### src/rtl/generador_i2c.sv
// I2C master: register write / combined-format read with configurable address and data widths.
// Every bit slot is 2*CLK_DIV clocks: SCL low for the first half, high for the second.
// SDA is only changed at the middle of the low half, and iSDA is sampled at the middle of the high half.
module generador_i2c #(
    parameter int unsigned CLK_DIV    = 125,
    parameter int unsigned ADDR_BYTES = 2,
    parameter int unsigned DATA_BYTES = 2
) (
    input  logic                    CLK,
    input  logic                    Reset,
    input  logic                    iStart,
    input  logic                    iRNW,
    input  logic [6:0]              iDevID,
    input  logic [8*ADDR_BYTES-1:0] iRegAddr,
    input  logic [8*DATA_BYTES-1:0] iWData,
    input  logic                    iSDA,
    output logic                    oSDA,
    output logic                    SCL,
    output logic [8*DATA_BYTES-1:0] oRData,
    output logic                    oBusy,
    output logic                    oDone,
    output logic                    oNack
);

    localparam int unsigned AW     = 8 * ADDR_BYTES;
    localparam int unsigned DW     = 8 * DATA_BYTES;
    localparam int unsigned SLOT   = 2 * CLK_DIV;
    localparam int unsigned CW     = $clog2(SLOT);
    localparam int unsigned MID_LO = CLK_DIV / 2;
    localparam int unsigned MID_HI = CLK_DIV + CLK_DIV / 2;

    localparam logic [3:0] S_IDLE   = 4'd0;
    localparam logic [3:0] S_START  = 4'd1;
    localparam logic [3:0] S_DEV    = 4'd2;
    localparam logic [3:0] S_ACK    = 4'd3;
    localparam logic [3:0] S_ADDR   = 4'd4;
    localparam logic [3:0] S_WDATA  = 4'd5;
    localparam logic [3:0] S_RSTART = 4'd6;
    localparam logic [3:0] S_DEVR   = 4'd7;
    localparam logic [3:0] S_RDATA  = 4'd8;
    localparam logic [3:0] S_MACK   = 4'd9;
    localparam logic [3:0] S_STOP   = 4'd10;

    // FSM registers
    logic [3:0]    state, state_n;
    logic [3:0]    ret_state, ret_n;
    logic [CW-1:0] cnt, cnt_n;
    logic [2:0]    bit_idx, bit_n;
    logic [1:0]    byte_idx, byte_n;
    logic [7:0]    tx, tx_n;
    logic          scl_n, sda_n;

    // Transaction context
    logic          rnw;
    logic [6:0]    dev;
    logic [AW-1:0] addr_sh;
    logic [DW-1:0] wdata_sh;
    logic [DW-1:0] rx_sh;
    logic          ack_bit;

    // Datapath strobes from the next-state logic
    logic latch_c, addr_pop_c, wdata_pop_c, rx_shift_c;
    logic ack_sample_c, nack_set_c, done_c, rdata_upd_c;

    logic slot_end;
    logic at_mid_hi;

    assign slot_end  = (cnt == CW'(SLOT - 1));
    assign at_mid_hi = (cnt == CW'(MID_HI));

    // State and bus-line registers
    always_ff @(posedge CLK) begin
        if (Reset) begin
            state     <= S_IDLE;
            ret_state <= S_IDLE;
            cnt       <= '0;
            bit_idx   <= '0;
            byte_idx  <= '0;
            tx        <= '0;
            SCL       <= 1'b1;
            oSDA      <= 1'b1;
        end else begin
            state     <= state_n;
            ret_state <= ret_n;
            cnt       <= cnt_n;
            bit_idx   <= bit_n;
            byte_idx  <= byte_n;
            tx        <= tx_n;
            SCL       <= scl_n;
            oSDA      <= sda_n;
        end
    end

    // Next-state, divider, bus-line and strobe logic
    always_comb begin
        state_n      = state;
        ret_n        = ret_state;
        cnt_n        = cnt;
        bit_n        = bit_idx;
        byte_n       = byte_idx;
        tx_n         = tx;
        scl_n        = SCL;
        sda_n        = oSDA;
        latch_c      = 1'b0;
        addr_pop_c   = 1'b0;
        wdata_pop_c  = 1'b0;
        rx_shift_c   = 1'b0;
        ack_sample_c = 1'b0;
        nack_set_c   = 1'b0;
        done_c       = 1'b0;
        rdata_upd_c  = 1'b0;

        // Common slot timing: divider wraps every slot, SCL high in the second half
        if (state != S_IDLE && state != S_START) begin
            cnt_n = slot_end ? '0 : cnt + CW'(1);
            scl_n = (cnt_n >= CW'(CLK_DIV));
        end

        case (state)
            S_IDLE: begin
                cnt_n = '0;
                scl_n = 1'b1;
                sda_n = 1'b1;
                if (iStart) begin
                    latch_c = 1'b1;
                    state_n = S_START;
                    sda_n   = 1'b0;
                end
            end

            S_START: begin
                cnt_n = cnt + CW'(1);
                if (cnt == CW'(CLK_DIV - 1)) begin
                    state_n = S_DEV;
                    cnt_n   = '0;
                    scl_n   = 1'b0;
                    tx_n    = {dev, 1'b0};
                    bit_n   = 3'd7;
                end
            end

            S_DEV, S_ADDR, S_WDATA, S_DEVR: begin
                if (cnt_n == CW'(MID_LO)) begin
                    sda_n = tx[7];
                end
                if (slot_end) begin
                    if (bit_idx == 3'd0) begin
                        state_n = S_ACK;
                        ret_n   = state;
                    end else begin
                        bit_n = bit_idx - 3'd1;
                        tx_n  = {tx[6:0], 1'b0};
                    end
                end
            end

            S_ACK: begin
                if (cnt_n == CW'(MID_LO)) begin
                    sda_n = 1'b1;
                end
                if (at_mid_hi) begin
                    ack_sample_c = 1'b1;
                end
                if (slot_end) begin
                    bit_n = 3'd7;
                    if (ack_bit) begin
                        nack_set_c = 1'b1;
                        state_n    = S_STOP;
                    end else begin
                        case (ret_state)
                            S_DEV: begin
                                state_n    = S_ADDR;
                                byte_n     = 2'd0;
                                tx_n       = addr_sh[AW-1 -: 8];
                                addr_pop_c = 1'b1;
                            end
                            S_ADDR: begin
                                if (byte_idx == 2'(ADDR_BYTES - 1)) begin
                                    if (rnw) begin
                                        state_n = S_RSTART;
                                    end else begin
                                        state_n     = S_WDATA;
                                        byte_n      = 2'd0;
                                        tx_n        = wdata_sh[DW-1 -: 8];
                                        wdata_pop_c = 1'b1;
                                    end
                                end else begin
                                    byte_n     = byte_idx + 2'd1;
                                    state_n    = S_ADDR;
                                    tx_n       = addr_sh[AW-1 -: 8];
                                    addr_pop_c = 1'b1;
                                end
                            end
                            S_WDATA: begin
                                if (byte_idx == 2'(DATA_BYTES - 1)) begin
                                    state_n = S_STOP;
                                end else begin
                                    byte_n      = byte_idx + 2'd1;
                                    state_n     = S_WDATA;
                                    tx_n        = wdata_sh[DW-1 -: 8];
                                    wdata_pop_c = 1'b1;
                                end
                            end
                            S_DEVR: begin
                                state_n = S_RDATA;
                                byte_n  = 2'd0;
                            end
                            default: state_n = S_STOP;
                        endcase
                    end
                end
            end

            S_RSTART: begin
                // Release SDA while SCL is low, then pull it low with SCL high
                if (cnt_n == CW'(MID_LO)) begin
                    sda_n = 1'b1;
                end
                if (cnt_n == CW'(MID_HI)) begin
                    sda_n = 1'b0;
                end
                if (slot_end) begin
                    state_n = S_DEVR;
                    tx_n    = {dev, 1'b1};
                    bit_n   = 3'd7;
                end
            end

            S_RDATA: begin
                if (cnt_n == CW'(MID_LO)) begin
                    sda_n = 1'b1;
                end
                if (at_mid_hi) begin
                    rx_shift_c = 1'b1;
                end
                if (slot_end) begin
                    if (bit_idx == 3'd0) begin
                        state_n = S_MACK;
                    end else begin
                        bit_n = bit_idx - 3'd1;
                    end
                end
            end

            S_MACK: begin
                // ACK every byte except the last, which is NACKed to end the read
                if (cnt_n == CW'(MID_LO)) begin
                    sda_n = (byte_idx == 2'(DATA_BYTES - 1));
                end
                if (slot_end) begin
                    if (byte_idx == 2'(DATA_BYTES - 1)) begin
                        state_n = S_STOP;
                    end else begin
                        state_n = S_RDATA;
                        byte_n  = byte_idx + 2'd1;
                        bit_n   = 3'd7;
                    end
                end
            end

            S_STOP: begin
                if (cnt_n == CW'(MID_LO)) begin
                    sda_n = 1'b0;
                end
                if (cnt_n == CW'(MID_HI)) begin
                    sda_n = 1'b1;
                end
                if (slot_end) begin
                    state_n     = S_IDLE;
                    scl_n       = 1'b1;
                    sda_n       = 1'b1;
                    done_c      = 1'b1;
                    rdata_upd_c = rnw & ~oNack;
                end
            end

            default: begin
                state_n = S_IDLE;
                scl_n   = 1'b1;
                sda_n   = 1'b1;
                cnt_n   = '0;
            end
        endcase
    end

    // Transaction context, receive shifter and status outputs
    always_ff @(posedge CLK) begin
        if (Reset) begin
            rnw      <= 1'b0;
            dev      <= '0;
            addr_sh  <= '0;
            wdata_sh <= '0;
            rx_sh    <= '0;
            ack_bit  <= 1'b0;
            oRData   <= '0;
            oBusy    <= 1'b0;
            oDone    <= 1'b0;
            oNack    <= 1'b0;
        end else begin
            if (latch_c) begin
                rnw      <= iRNW;
                dev      <= iDevID;
                addr_sh  <= iRegAddr;
                wdata_sh <= iWData;
                oNack    <= 1'b0;
            end
            if (addr_pop_c) begin
                addr_sh <= addr_sh << 8;
            end
            if (wdata_pop_c) begin
                wdata_sh <= wdata_sh << 8;
            end
            if (ack_sample_c) begin
                ack_bit <= iSDA;
            end
            if (nack_set_c) begin
                oNack <= 1'b1;
            end
            if (rx_shift_c) begin
                rx_sh <= {rx_sh[DW-2:0], iSDA};
            end
            if (rdata_upd_c) begin
                oRData <= rx_sh;
            end
            oDone <= done_c;
            oBusy <= (state_n != S_IDLE);
        end
    end

endmodule

### config.mk
export PLATFORM = sky130hd
export DESIGN_NAME = generador_i2c
export DESIGN_NICKNAME = d
export VERILOG_FILES = /design/src/rtl/generador_i2c.sv
export SDC_FILE = /design/constraint.sdc
export NUM_CORES = 1
export LEC_CHECK = 0
export CELL_PAD_IN_SITES_DETAIL_PLACEMENT = 0
export CELL_PAD_IN_SITES_GLOBAL_PLACEMENT = 1
export CORE_MARGIN = 4
export CORE_UTILIZATION = 41
export CTS_CLUSTER_SIZE = 16
export DETAILED_ROUTE_END_ITERATION = 8
export GPL_TIMING_DRIVEN = 0
export PLACE_DENSITY = 0.88
export SYNTH_ARGS = -nofsm -noshare
export SYNTH_HDL_FRONTEND = slang
export SYNTH_SLANG_ARGS = --single-unit
### constraint.sdc
create_clock -name CLK -period 2.5 [get_ports CLK]
set_clock_uncertainty 0.05 [all_clocks]
set_input_delay 0.625 -clock CLK [delete_from_list [all_inputs] [get_ports CLK]]
set_output_delay 0.625 -clock CLK [all_outputs]
set_load 0.1 [all_outputs]
; ---- Word level (Yosys, flattened, before mapping)
; Index checks and enable logic that the tools add are counted.
[classes]
n_bitwise = 4
reduce_logical = 26
eq_ne = 39
add_sub_neg = 3
order_cmp = 1
n_mux = 88
[ops]
columns = operator, n
row1 = two-way mux 8 bit, 12
row2 = two-way mux 16 bit, 4
row3 = two-way mux 4 bit, 13
row4 = two-way mux 1 bit, 33
row5 = case mux 4 bit (8 select lines), 1
row6 = case mux 8 bit (4 select lines), 1
row7 = equality test 4 x 3 -> 1 bit (second input constant), 7
row8 = equality test 8 bit (second input constant), 3
row9 = case mux 8 bit (3 select lines), 1
row10 = inequality test 2 bit (second input constant), 11
row11 = two-way mux 3 bit, 6
row12 = two-way mux 2 bit, 8
row13 = case mux 4 bit (4 select lines), 1
row14 = case mux 8 bit (2 select lines), 1
row15 = nonzero test 4 bit, 4
row16 = equality test 4 x 2 -> 1 bit (second input constant), 3
row17 = equality test 4 bit (second input constant), 3
row18 = case mux 3 bit (4 select lines), 1
row19 = OR reduction 2 bit, 6
row20 = AND reduction 10 bit, 1
row21 = OR reduction 9 bit, 1
row22 = adder 8 x 1 -> 8 bit (second input constant), 1
row23 = equality test 8 x 6 -> 1 bit (second input constant), 1
row24 = equality test 8 x 7 -> 1 bit (second input constant), 1
row25 = 29 further kinds, 37
[totals]
reg_bits = 107

; ---- Longest topological paths before layout
; Gate-level depths: netlist of the first run.
[logic_depth]
ltp_word = 8
mapped_depth = 10
mapped_depth_nobuf = 9

; ---- Worst setup path before layout of the first run
; Ideal clock, no wire load.
[synth_path]
path_type = register -> register
start = reg cnt[1]
end = reg oSDA
setup_time_ns = 0.072
required_ns = 2.378
path_stages_with_launch = 10
setup_slack_ns = 0.269
arrival_time_ns = 2.109
path_cell_list = dfxtp_1 -> inv_1 -> ha_1 -> and4b_1 -> a21oi_2 -> a22o_1 -> nand4_1 -> or3_1 -> o221a_1 -> mux2i_1
[synth_via]
elab_chain_cells = 7
elab_cells_between_ends = 15
[synth_rtl]
columns = item, line
row1 = "start, declared", 47  ; logic [CW-1:0] cnt, cnt_n;
row2 = "start signal, assigned", 85  ; cnt <= cnt_n;
row3 = adder 8 x 1 -> 8 bit or equality test 8 bit (tied branches), "115, 68"
row4 = two-way mux 8 bit, 115  ; cnt_n = slot_end ? '0 : cnt + CW'(1);
row5 = two-way mux 8 bit, 114  ; if (state != S_IDLE && state != S_START) begin
row6 = equality test 8 bit or equality test 8 x 6 -> 1 bit (tied branches), n/a
row7 = two-way mux 1 bit (on tied branches), n/a
row8 = two-way mux 1 bit (on tied branches), "268, 219"
row9 = case mux 1 bit (7 select lines), 119  ; case (state)
row10 = "end signal, assigned", 90  ; oSDA <= sda_n;
row11 = "end, declared", 17  ; output logic oSDA,
; Parallel ways exist; a longest one is shown, timed or not.
; A chain may end at the register's enable or synchronous reset.

; ---- Final worst setup path of the first run
[layout_path]
start = reg oDone
end = out oDone
[layout_rtl]
columns = item, line
row1 = "start, declared", 21  ; output logic oDone,
row2 = "start signal, assigned", 325  ; oDone <= done_c;
; No word-level cell between the ends.

==> flow_summary.ini, run 1 <==
[logic_synthesis]
cell_variety_after_synth = 64
ys.warnings.count = 0
post-synth-top-area-cell = sky130_fd_sc_hd__dfxtp_1
post_synth_main_area_contributors = sky130_fd_sc_hd__dfxtp_1, sky130_fd_sc_hd__nand2_1, sky130_fd_sc_hd__mux2i_1
yosys.area.top_type_share = 0.410
synth-main-ff-cell = sky130_fd_sc_hd__dfxtp_1
netlist_instances = 653
postSynthNetCount = 703
avgSynthCellArea_um2 = 8.00
yosys_register_bits = 107
postSynth.asyncResetShare = 0
synth-edff-count = 0
yosysMostFrequentCell = sky130_fd_sc_hd__nand2_1
synth_seq_area_share = 0.410
syn_area_mm2 = 0.00522
yosys-top-cells-count = sky130_fd_sc_hd__nand2_1, sky130_fd_sc_hd__dfxtp_1, sky130_fd_sc_hd__nor2_1

[placement]
dp.final_hpwl_um = 10500
gp_weighted_congestion = 0.902
port-buffer-count = 64

[detailed_routing]
antenna_violating_nets_post_route = 0
postRouteWirelength_um = 14400
drt-pass1-iter-count = 5
detailedRoute.firstIterationViolations = 348
route.detailed.drc = 0
drt-vias-per-instance = 5.34
avgRoutedWirePerCell_um = 15.9
detailroute.via_count = 4856

[floorplanning]
die_width_um = 121
floorplan.die.height_um = 121
placeableCoreArea_mm2 = 0.0123
ioPinCount = 65
initial_core_util = 0.426
placementRows = 40
die_area_mm2 = 0.0146

[global_routing]
groute.usage.overall = 0.196
grt_pass1_vias = 4739
grt_pass1_wl_um = 23100
antenna_violations_before_repair = 0
global_route.overflow_total = 0
largest_net_degree_at_the_start_of_global_routing = 20

[timing]
tightestPinTransition_ns = 0.964
report.final.slew_viol_count = 0
setup_viol = 0
finalWorstPathRequiredPeriod_ns = 2.46
fin_crit_sh = 0.984
relSlewSlack = 0.355
number_of_hold_violations_in_the_final_report = 0
max_clock_freq_mhz = 407

[worst_setup_path]
critical_path_depth = 1
library_cell_contributing_the_largest_single_delay_on_the_critical_path = sky130_fd_sc_hd__clkdlybuf4s50_1
critPathTopFamily = buffers and inverters
r2r_cells = 9
crit_path_max_incr_delay_ns = 1.12
crit_fanout = 1
capturing_element_type_of_the_critical_path = output port
r2r_start = cnt[1]
worstSetupPathType = flop to output port
cp_num_buf_inv = 1
worst_r2r_endpoint = oSDA
crit_path_start_kind = flop
cp.required_ns = 1.82
reg2reg_setup_slack_ns = 0.10
critPathArrivalTime_ns = 1.78
crit_path_cell_trace = clkdlybuf4s50_1

[final_layout]
layout-drive-gt1-share = 0.102
finished_core_util = 0.531
fin_nets = 787
syn2layout_area_growth_pct = 24.8
number_of_antenna_diodes = 0

[clocking]
tritoncts_buffer_count = 9
cts_buffer_depth = 2
clk_transition_reported_paths_ns = 0.07
htree_num_levels = 3
root_buffer = sky130_fd_sc_hd__clkbuf_16
numClockSinks = 107
clk-insertion-delay-late_ns = 0.36
tritoncts = built

[worst_hold_path]
holdPathEnd = wdata_sh[3]
worstHoldPathCells = 2
min_path_type = flop to flop
hold_path.startpoint = wdata_sh[3]

[power_and_ir_drop]
power_per_cell_area_mw_per_mm2 = 533
vdd.ir_drop.worst_mv = 0.356
leakage_component_of_the_power_nw = 2.46
post-layout-total-power_w = 0.00347

[outcome]
run_status = finished, final reports clean

[job]
cap_violations = 0
[metrics by stage]
stage	TNS, ns	hold slack, ns	instances	setup slack, ns	area [um2]
floorplan	0	0.381	653	0.269	5220
CTS	-0.113	0.405	904	-0.113	6380
global placement	-4.86	0.391	885	-0.236	6070
finish	0	0.404	910	0.0407	6510
global route	-0.0291	0.418	910	-0.0291	6510
detailed placement	-6.06	0.395	885	-0.314	6070
[layer usage]
layer / track usage / part of all wire
met1: 0.252 / 0.46
met2: 0.332 / 0.49
met3: 0.0392 / 0.038
met4: 0.0574 / 0.011
met5: 0 / 0
[cells by family after synthesis]
logic type	Yosys count	share of synthesized area
AND/OR/NAND/NOR	289	0.255
AO/OA/AOI/OAI	152	0.187
flip-flops	107	0.410
buffers and inverters	49	0.0395
multiplexers	41	0.0786
XOR/XNOR	9	0.0151
adder cells (fa/ha/maj)	6	0.0144
[layout make-up]
cell class,count,area (um2)
Sequential cell,107,2150
Clock inverter,6,53.8
Timing Repair Buffer,74,692
Multi-Input combinational cell,497,2970
Buffer,40,188
Tap cell,168,210
Fill cell,1171,5750
Clock buffer,10,229
Inverter,8,30.0
[state kept, by name, indices dropped and copies added, names as in the netlist, 4 cells and up]
signal     flops
addr_sh       16
oRData        16
rx_sh         16
wdata_sh      16
cnt            8
tx             8
dev            7
ret_state      4
state          4
[tightest hold or removal path, stage by stage, from the launching register on]
cell	delay, ns
sky130_fd_sc_hd__dfxtp_1	0.31
sky130_fd_sc_hd__nand2_1	0.05
sky130_fd_sc_hd__a21oi_1	0.05
[what timing repair did]
action	in CTS	in global routing
pin swaps	4	7
hold endpoints to repair	0	0
gates resized for setup	25	28
setup buffers	3	7
hold buffers	0	0
setup endpoints to repair	62	81
[worst max-delay path by stage]
stage	slack [ns]	endpoint	startpoint
3_5_place_dp	-0.31	rx_sh[13]	Reset
4_1_cts	-0.11	oSDA	cnt[1]
6_report	0.04	oDone	oDone
2_1_floorplan	0.27	oSDA	cnt[1]
5_1_grt	-0.03	oSDA	cnt[1]
3_3_place_gp	-0.24	wdata_sh[8]	Reset
[power by group]
part,total [W],internal [W],switching (W)
Sequential,0.00178,0.00175,0.0000294
Combinational,0.000314,0.000137,0.000177
Clock,0.00138,0.000700,0.000682
Total,0.00347,0.00259,0.000888
[cell usage in the layout (no fill, tap or decap), drive strengths merged, types with 3 or more instances in the layout]
cell type	count
a211oi	10
a21oi	62
a221o	7
a22oi	9
a311oi	3
and3	3
buf	24
clkbuf	36
clkdlybuf4s50	45
dfxtp	107
dlygate4sd2	19
ha	6
inv	13
mux2i	41
nand2	119
nand2b	15
nand3	20
nand3b	3
nand4	3
nor2	89
nor2b	6
nor3	8
nor3b	4
o21ai	28
o22ai	3
o31ai	5
o41ai	3
or2	6
xnor2	9
No activity file was read; power rests on OpenSTA's default activity.
==> run 2, diff against run 1 <==
- ABC_CLOCK_PERIOD_IN_PS: unset -> 2500
- PLACE_DENSITY: 0.88 -> unset
- PLACE_DENSITY_LB_ADDON: unset -> 0.15
==> run 2 against run 1 <==
Against the previous run:
- wire length up 1.4%
- maximum frequency up 0.12%
- critical path depth unchanged
- combinational power about the same
- first-iteration DRC count up 10%
- design area up 1.2%
- flip-flop and latch count unchanged
- sequential share of layout area down 0.38 points
- worst hold slack worse by 0.00089 ns
- setup slack better by 0.0029 ns
- die area unchanged
- count of clock-buffer cells in the layout unchanged
==> flow_summary.ini, run 2 (synthesized netlist as in run 1, its figures left out) <==
[outcome]
run_status = finished, final reports clean

[worst_setup_path]
r2r_cells = 9
cp.required_ns = 1.82
worstSetupPathType = flop to output port
crit_fanout = 1
cp_num_buf_inv = 1
critPathTopFamily = buffers and inverters
critPathArrivalTime_ns = 1.78
crit_path_max_incr_delay_ns = 1.12
library_cell_contributing_the_largest_single_delay_on_the_critical_path = sky130_fd_sc_hd__clkdlybuf4s50_1
r2r_start = cnt[0]
crit_path_cell_trace = clkdlybuf4s50_1
crit_path_start_kind = flop
critical_path_depth = 1
reg2reg_setup_slack_ns = 0.10
worst_r2r_endpoint = oBusy
capturing_element_type_of_the_critical_path = output port

[detailed_routing]
antenna_violating_nets_post_route = 0
detailedRoute.firstIterationViolations = 384
route.detailed.drc = 0
detailroute.via_count = 4922
avgRoutedWirePerCell_um = 15.9
drt-pass1-iter-count = 5
drt-vias-per-instance = 5.34
postRouteWirelength_um = 14600

[power_and_ir_drop]
leakage_component_of_the_power_nw = 2.49
power_per_cell_area_mw_per_mm2 = 524
vdd.ir_drop.worst_mv = 0.423

[timing]
finalWorstPathRequiredPeriod_ns = 2.46
fin_crit_sh = 0.983
final_critical_path_setup_slack_ns = 0.0436
fin_hold_ws_ns = 0.403
finalSetupTns_ns = 0
report.final.slew_viol_count = 0
tightestPinTransition_ns = 0.978
number_of_hold_violations_in_the_final_report = 0
max_clock_freq_mhz = 407
setup_viol = 0
relSlewSlack = 0.351

[worst_hold_path]
holdPathEnd = oRData[11]
worstHoldPathCells = 2
hold_path.startpoint = oRData[11]
min_path_type = flop to flop

[clocking]
clk_transition_reported_paths_ns = 0.08
clk-insertion-delay-late_ns = 0.35
tritoncts = built
cts_buffer_depth = 2
tritoncts_buffer_count = 9
htree_num_levels = 3
ctsHoldBuffers = 0
root_buffer = sky130_fd_sc_hd__clkbuf_16
numClockSinks = 107

[floorplanning]
die_area_mm2 = 0.0146
placementRows = 40
initial_core_util = 0.426
ioPinCount = 65
placeableCoreArea_mm2 = 0.0123
floorplan.die.height_um = 121
die_width_um = 121

[final_layout]
syn2layout_area_growth_pct = 26.3
mostFrequentLayoutCell = sky130_fd_sc_hd__nand2_1
fin_nets = 799
most-common-layout-cells = sky130_fd_sc_hd__nand2_1, sky130_fd_sc_hd__dfxtp_1, sky130_fd_sc_hd__nor2_1
layout-drive-gt1-share = 0.119
number_of_antenna_diodes = 0
fin_area_mm2 = 0.00659
final_cell_count_no_fill = 922

[global_routing]
grt_pass1_vias = 4717
antenna_violations_before_repair = 0
global_route.overflow_total = 0
largest_net_degree_at_the_start_of_global_routing = 19
grt_pass1_wl_um = 23900
groute.usage.overall = 0.203

[placement]
port-buffer-count = 64
dp.final_hpwl_um = 10600
gp_weighted_congestion = 0.889
placedInstanceArea_mm2 = 0.00607
place_ws_ns = -0.268
numPlacedInstances = 885

[job]
cap_violations = 0
-- run 2: repair_timing --
| item | 4_1_cts | 5_1_grt |
|---|---|---|
| gates cloned | 1 | 0 |
| hold endpoints to repair | 0 | 0 |
| setup endpoints to repair | 70 | 69 |
| resized for setup | 34 | 26 |
| setup buffers | 2 | 18 |
| pin swaps | 5 | 9 |
-- run 2: power breakdown --
| part | internal, W | switching (W) |
|---|---|---|
| logic | 0.000139 | 0.000176 |
| clock network | 0.000691 | 0.000670 |
| registers | 0.00175 | 0.0000296 |
-- run 2: metrics by stage --
stage / util / total power (W)
2_1_floorplan: - / 0.00199
3_3_place_gp: 0.495 / 0.00213
3_5_place_dp: 0.495 / 0.00213
4_1_cts: 0.522 / 0.00349
5_1_grt: 0.538 / 0.00359
6_report: 0.538 / 0.00345
-- run 2: layer usage --
layer  part of all wire  track usage
met5                  0            0
met4              0.012       0.0496
met3              0.047       0.0466
met1               0.45        0.260
met2               0.49        0.346
-- run 2: final cells by class --
type,instances,area [um2]
plain buffers,41,198
clock buffers,10,229
clock inverters,6,48.8
fillers,1205,5670
inverters,8,30.0
multi-input cells,498,2960
flip-flops and latches,107,2150
well taps,168,210
repair buffers,84,767
-- run 2: how the worst max path moves through the flow --
stage	start	to	slack (ns)
2_1_floorplan	cnt[1]	oSDA	0.27
3_3_place_gp	Reset	wdata_sh[10]	-0.28
3_5_place_dp	Reset	wdata_sh[13]	-0.27
4_1_cts	cnt[1]	oBusy	0.007
5_1_grt	cnt[1]	tx[5]	-0.01
6_report	oDone	oDone	0.04
